File: config.mk
export PLATFORM = sky130hd
export DESIGN_NAME = ctrl_seq
export DESIGN_NICKNAME = d
export VERILOG_FILES = /design/src/rtl/ctrl_seq.sv
export SDC_FILE = /design/constraint.sdc
export NUM_CORES = 1
export LEC_CHECK = 0
export ABC_CLOCK_PERIOD_IN_PS = 3600
export BUFFER_PORTS_ARGS = -buffer_cell sky130_fd_sc_hd__buf_2
export CAP_MARGIN = 20
export CORE_AREA = 2 2 39 41
export DETAILED_ROUTE_END_ITERATION = 7
export DIE_AREA = 0 0 41 43
export PLACE_DENSITY = 0.61
export SYNTH_ARGS = -nofsm -noshare
export SYNTH_HDL_FRONTEND = slang
export SYNTH_SLANG_ARGS = --single-unit
File: constraint.sdc
create_clock -name clk -period 3.6 [get_ports clk]
set_input_delay 0.72 -clock clk [delete_from_list [all_inputs] [get_ports clk]]
set_output_delay 0.72 -clock clk [all_outputs]
set_load 0.01 [all_outputs]
File: src/rtl/ctrl_seq.sv
// Six-state T-ring controller-sequencer: fixed fetch (T1..T3) plus opcode-decoded execute (T4..T6).
// Controls are combinational decodes of state/opcode/zero; clr forces RST asynchronously, HLT parks in HALT.
module ctrl_seq (
  input  logic       clk,
  input  logic       clr,
  input  logic [3:0] opcode,
  input  logic       zero,
  output logic       pc_oen,
  output logic       pc_inc,
  output logic       load_pc,
  output logic       mar_load,
  output logic       mem_oen,
  output logic       ir_load,
  output logic       ir_oen,
  output logic       acc_load,
  output logic       acc_oen,
  output logic       b_load,
  output logic       alu_sub,
  output logic       alu_oen,
  output logic       out_load,
  output logic       halt,
  output logic [5:0] t_state
);

  typedef enum logic [2:0] {
    S_RST  = 3'd0,
    S_T1   = 3'd1,
    S_T2   = 3'd2,
    S_T3   = 3'd3,
    S_T4   = 3'd4,
    S_T5   = 3'd5,
    S_T6   = 3'd6,
    S_HALT = 3'd7
  } state_t;

  localparam logic [3:0] OP_LDA = 4'h0;
  localparam logic [3:0] OP_ADD = 4'h1;
  localparam logic [3:0] OP_SUB = 4'h2;
  localparam logic [3:0] OP_JMP = 4'h3;
  localparam logic [3:0] OP_JZ  = 4'h4;
  localparam logic [3:0] OP_OUT = 4'hE;
  localparam logic [3:0] OP_HLT = 4'hF;

  state_t state;

  always_ff @(posedge clk or posedge clr) begin
    if (clr) begin
      state <= S_RST;
    end else begin
      case (state)
        S_RST:   state <= S_T1;
        S_T1:    state <= S_T2;
        S_T2:    state <= S_T3;
        S_T3:    state <= S_T4;
        S_T4:    state <= (opcode == OP_HLT) ? S_HALT : S_T5;
        S_T5:    state <= S_T6;
        S_T6:    state <= S_T1;
        S_HALT:  state <= S_HALT;
        default: state <= S_RST;
      endcase
    end
  end

  always_comb begin
    pc_oen   = 1'b1;
    pc_inc   = 1'b0;
    load_pc  = 1'b0;
    mar_load = 1'b0;
    mem_oen  = 1'b1;
    ir_load  = 1'b0;
    ir_oen   = 1'b1;
    acc_load = 1'b0;
    acc_oen  = 1'b1;
    b_load   = 1'b0;
    alu_sub  = 1'b0;
    alu_oen  = 1'b1;
    out_load = 1'b0;
    halt     = 1'b0;
    t_state  = 6'b000000;

    case (state)
      S_T1: begin
        t_state  = 6'b000001;
        pc_oen   = 1'b0;
        mar_load = 1'b1;
      end
      S_T2: begin
        t_state = 6'b000010;
        pc_inc  = 1'b1;
      end
      S_T3: begin
        t_state = 6'b000100;
        mem_oen = 1'b0;
        ir_load = 1'b1;
      end
      S_T4: begin
        t_state = 6'b001000;
        case (opcode)
          OP_LDA, OP_ADD, OP_SUB: begin
            ir_oen   = 1'b0;
            mar_load = 1'b1;
          end
          OP_JMP: begin
            ir_oen  = 1'b0;
            load_pc = 1'b1;
          end
          OP_JZ: begin
            // Branch not taken leaves T4 idle; the PC already points past the JZ.
            ir_oen  = ~zero;
            load_pc = zero;
          end
          OP_OUT: begin
            acc_oen  = 1'b0;
            out_load = 1'b1;
          end
          default: ;
        endcase
      end
      S_T5: begin
        t_state = 6'b010000;
        case (opcode)
          OP_LDA: begin
            mem_oen  = 1'b0;
            acc_load = 1'b1;
          end
          OP_ADD, OP_SUB: begin
            mem_oen = 1'b0;
            b_load  = 1'b1;
          end
          default: ;
        endcase
      end
      S_T6: begin
        t_state = 6'b100000;
        if (opcode == OP_ADD || opcode == OP_SUB) begin
          alu_oen  = 1'b0;
          acc_load = 1'b1;
          alu_sub  = (opcode == OP_SUB);
        end
      end
      S_HALT:  halt = 1'b1;
      default: ;
    endcase
  end

endmodule

==> summary.txt <==
Synth area leaders: dfrtp_1 (20%), and3b_2 (7.9%), nand2_1 (5.9%)
Switching Fraction: 45.0%
Setup crit start: opcode[1]
largest net degree at the start of global routing: 14
core area: 1380 um^2
run status: complete, no violations
DR vias: 438
FMAX: 0.421 GHz
Placed Area: 498 um^2
post-synthesis sequential area ratio: 19.8%
Synth Register Bits: 3
Max Cap Viol: 0
share of cells above drive strength 1: 49.3%
CTS tree: built
starting density of the core: 27.4%
Max Root-Sink Buffers: 2
R2R Path Start: state[1]
CP max FO: 6
Seq pwr share: 27.7%
TritonCTS buffer count: 3
GRT overflow: 0
Min Clock Period, post-route: 2.38 ns
Antenna diodes: 0
DRC: 0
Site Rows: 14
Detailed Route WL: 953 um
Setup Buffers After CTS: 0
crit share post-route: 66.0%
mapped cell area: 379 um^2
H-tree Lvls: 1
combinational share of power: 55.6%
top cell type by total area after synthesis: dfrtp_1
pre-CTS WS: 1.22 ns
first-pass GRT wire length: 1490 um
post-synth top area share: 19.8%
Worst-Margin Slew: 0.390 ns
RR Endpoint: state[1]
Skew-Pair Late Insertion Delay: 0.23 ns
pwr/cell area: 677 nW/um^2
RSZ-0062 raised after global routing: false
Port-buffer cells: 26
R2R Setup Slk: 2.33 ns
relative slew slack: 73.9%
Nets: 83
die area: 1760 um^2
Setup CP Type: in2out
final setup violation count: 0
LEAKAGE: 0.302 nW
vias in the first global route: 369
final non-filler cell area: 524 um^2
Worst-path clk slew: 0.04 ns
# IOs: 27
reg2reg path depth: 2
Clk pwr share: 16.7%
Die Height: 43 um
Worst Path Arrival: 1.66 ns
Avg WL per Cell: 10.5 um
final hold vios: 0
Worst Skew: 0.00192 ns
# resized after CTS: 0
global-route usage over all layers: 12.4%
CTS Hold Buffers Added: 0
DIE WIDTH: 41 um
syn_nets: 56
final setup TNS: 0 ns
Final Max Slew Viols: 0
synth-to-layout area growth: 38.3%
Max VDD drop: 0.352 mV
Power Internal: 0.195 mW
Yosys cell types: 31
Pre-antenna DRT Iters: 4
initial antenna violation count: 0
hold crit path type: in2async
Mapped Avg Cell Area: 7.74 um^2
Final ANT Viol Nets: 0
CTS sink cnt: 3
GPL Wtd Cong: 0.659
average via count per standard cell: 4.81
Syn Inst Count: 49
clock root cell: clkbuf_4
CP Capture Point: acc_load
HPWL after DPL: 740 um
Worst setup SP type: primary input
YS warnings: 0
worst endpoint required time: 2.88 ns
post-route worst setup slack: 1.22 ns
switching power: 0.160 mW
Iter 0 DRT Violations: 6
crit end category: output port
## cell usage after synthesis
cell / number
buf_4: 2
and3b_2: 3
dfrtp_1: 3
a31oi_1: 1
inv_1: 3
nand3_1: 2
nor4b_1: 1
a21oi_1: 1
buf_6: 1
o21ai_0: 1
or2_1: 1
buf_2: 1
nand4_1: 1
nand2_1: 6
xor2_1: 1
a21o_1: 1
and2_1: 1
nand2b_1: 2
and3_2: 2
and3b_1: 1
and2b_2: 1
or2b_1: 1
a2111o_1: 1
nor2_1: 3
nor3b_2: 1
nor3_1: 2
nor2b_1: 1
nor3b_1: 1
and3_1: 1
mux2_2: 1
o311a_1: 1
## logic make-up (layout without fill, tap and decap cells)
group | after synthesis | after routing | share of synthesized area [%]
xor gates and xnor gates | 1 | 1 | 2.31
muxes | 1 | 1 | 2.97
AOI/OAI and AO/OA | 6 | 6 | 11.9
DFF | 3 | 3 | 19.8
and+or+nand+nor | 31 | 31 | 51.8
buffers and inverters | 7 | 33 | 11.2
## how the worst min path moves through the flow
stage / start / to / slack [ns] / cells after the start
CTS: clr / state[0] / 0.33 / 2
finish: clr / state[0] / 0.34 / 2
global placement: clr / asynchronous set/reset pin / 0.59 / 2
floorplan: clr / asynchronous set/reset pin / 0.47 / 1
global route: clr / state[0] / 0.34 / 2
detailed placement: clr / asynchronous set/reset pin / 0.59 / 2
## metrics by stage
stage	instances	hold slack (ns)	power [mW]	util, %
finish	91	0.342	0.355	37.9
global route	91	0.340	0.394	37.9
CTS	91	0.335	0.361	37.9
detailed placement	87	0.588	0.298	36.0
global placement	87	0.587	0.295	36.0
floorplan	49	0.474	0.240	-
## worst max-delay path, cell delays in order
cell and delay (ns):
buf_2 0.13, nor2b_1 0.15, and3b_1 0.17, o311a_1 0.34, buf_2 0.14
## power by group through the flow
stage          Sequential (mW)  Combinational (mW)  Clock (mW)
6_report                0.0984               0.197      0.0592
3_5_place_dp            0.0984               0.200           0
5_1_grt                  0.106               0.221      0.0672
4_1_cts                 0.0981               0.199      0.0633
2_1_floorplan           0.0636               0.177           0
3_3_place_gp            0.0991               0.196           0
## layout by cell type, fill, tap and decap left out
| cell | netlist | final |
|---|---|---|
| a21o_1 | 1 | 1 |
| or2_1 | 1 | 1 |
| inv_1 | 3 | 3 |
| mux2_2 | 1 | 1 |
| nor3b_1 | 1 | 1 |
| o311a_1 | 1 | 1 |
| clkbuf_4 | 0 | 3 |
| or2b_1 | 1 | 1 |
| nand4_1 | 1 | 1 |
| a31oi_1 | 1 | 1 |
| buf_2 | 1 | 26 |
| nand2b_1 | 2 | 2 |
| and2_1 | 1 | 1 |
| and3_1 | 1 | 1 |
| a21oi_1 | 1 | 1 |
| a2111o_1 | 1 | 1 |
| nor4b_1 | 1 | 1 |
| dfrtp_1 | 3 | 3 |
| clkbuf_1 | 0 | 1 |
| nand3_1 | 2 | 2 |
| nand2_1 | 6 | 6 |
| nor2b_1 | 1 | 1 |
| o21ai_0 | 1 | 1 |
| and3b_2 | 3 | 3 |
| and3_2 | 2 | 2 |
| nor2_1 | 3 | 3 |
| nor3b_2 | 1 | 1 |
| and2b_2 | 1 | 1 |
| and3b_1 | 1 | 1 |
| xor2_1 | 1 | 1 |
| nor3_1 | 2 | 2 |
## per-layer routing
metal	GRT usage [%]	up-vias	wire length, um
li1	-	224	-
met1	13.6	193	431
met2	19.4	21	428
met3	3.66	0	93
met4	8.00	0	0
met5	0	-	0
## layout make-up
type	instances	area (um^2)
timing repair buffer	26	130
sequential	3	75.1
tap	16	20.0
multi-input combinational	39	262
clock buffer	4	26.3
inverter	3	11.3
fill	152	860
(Power assumes the default switching activity.)
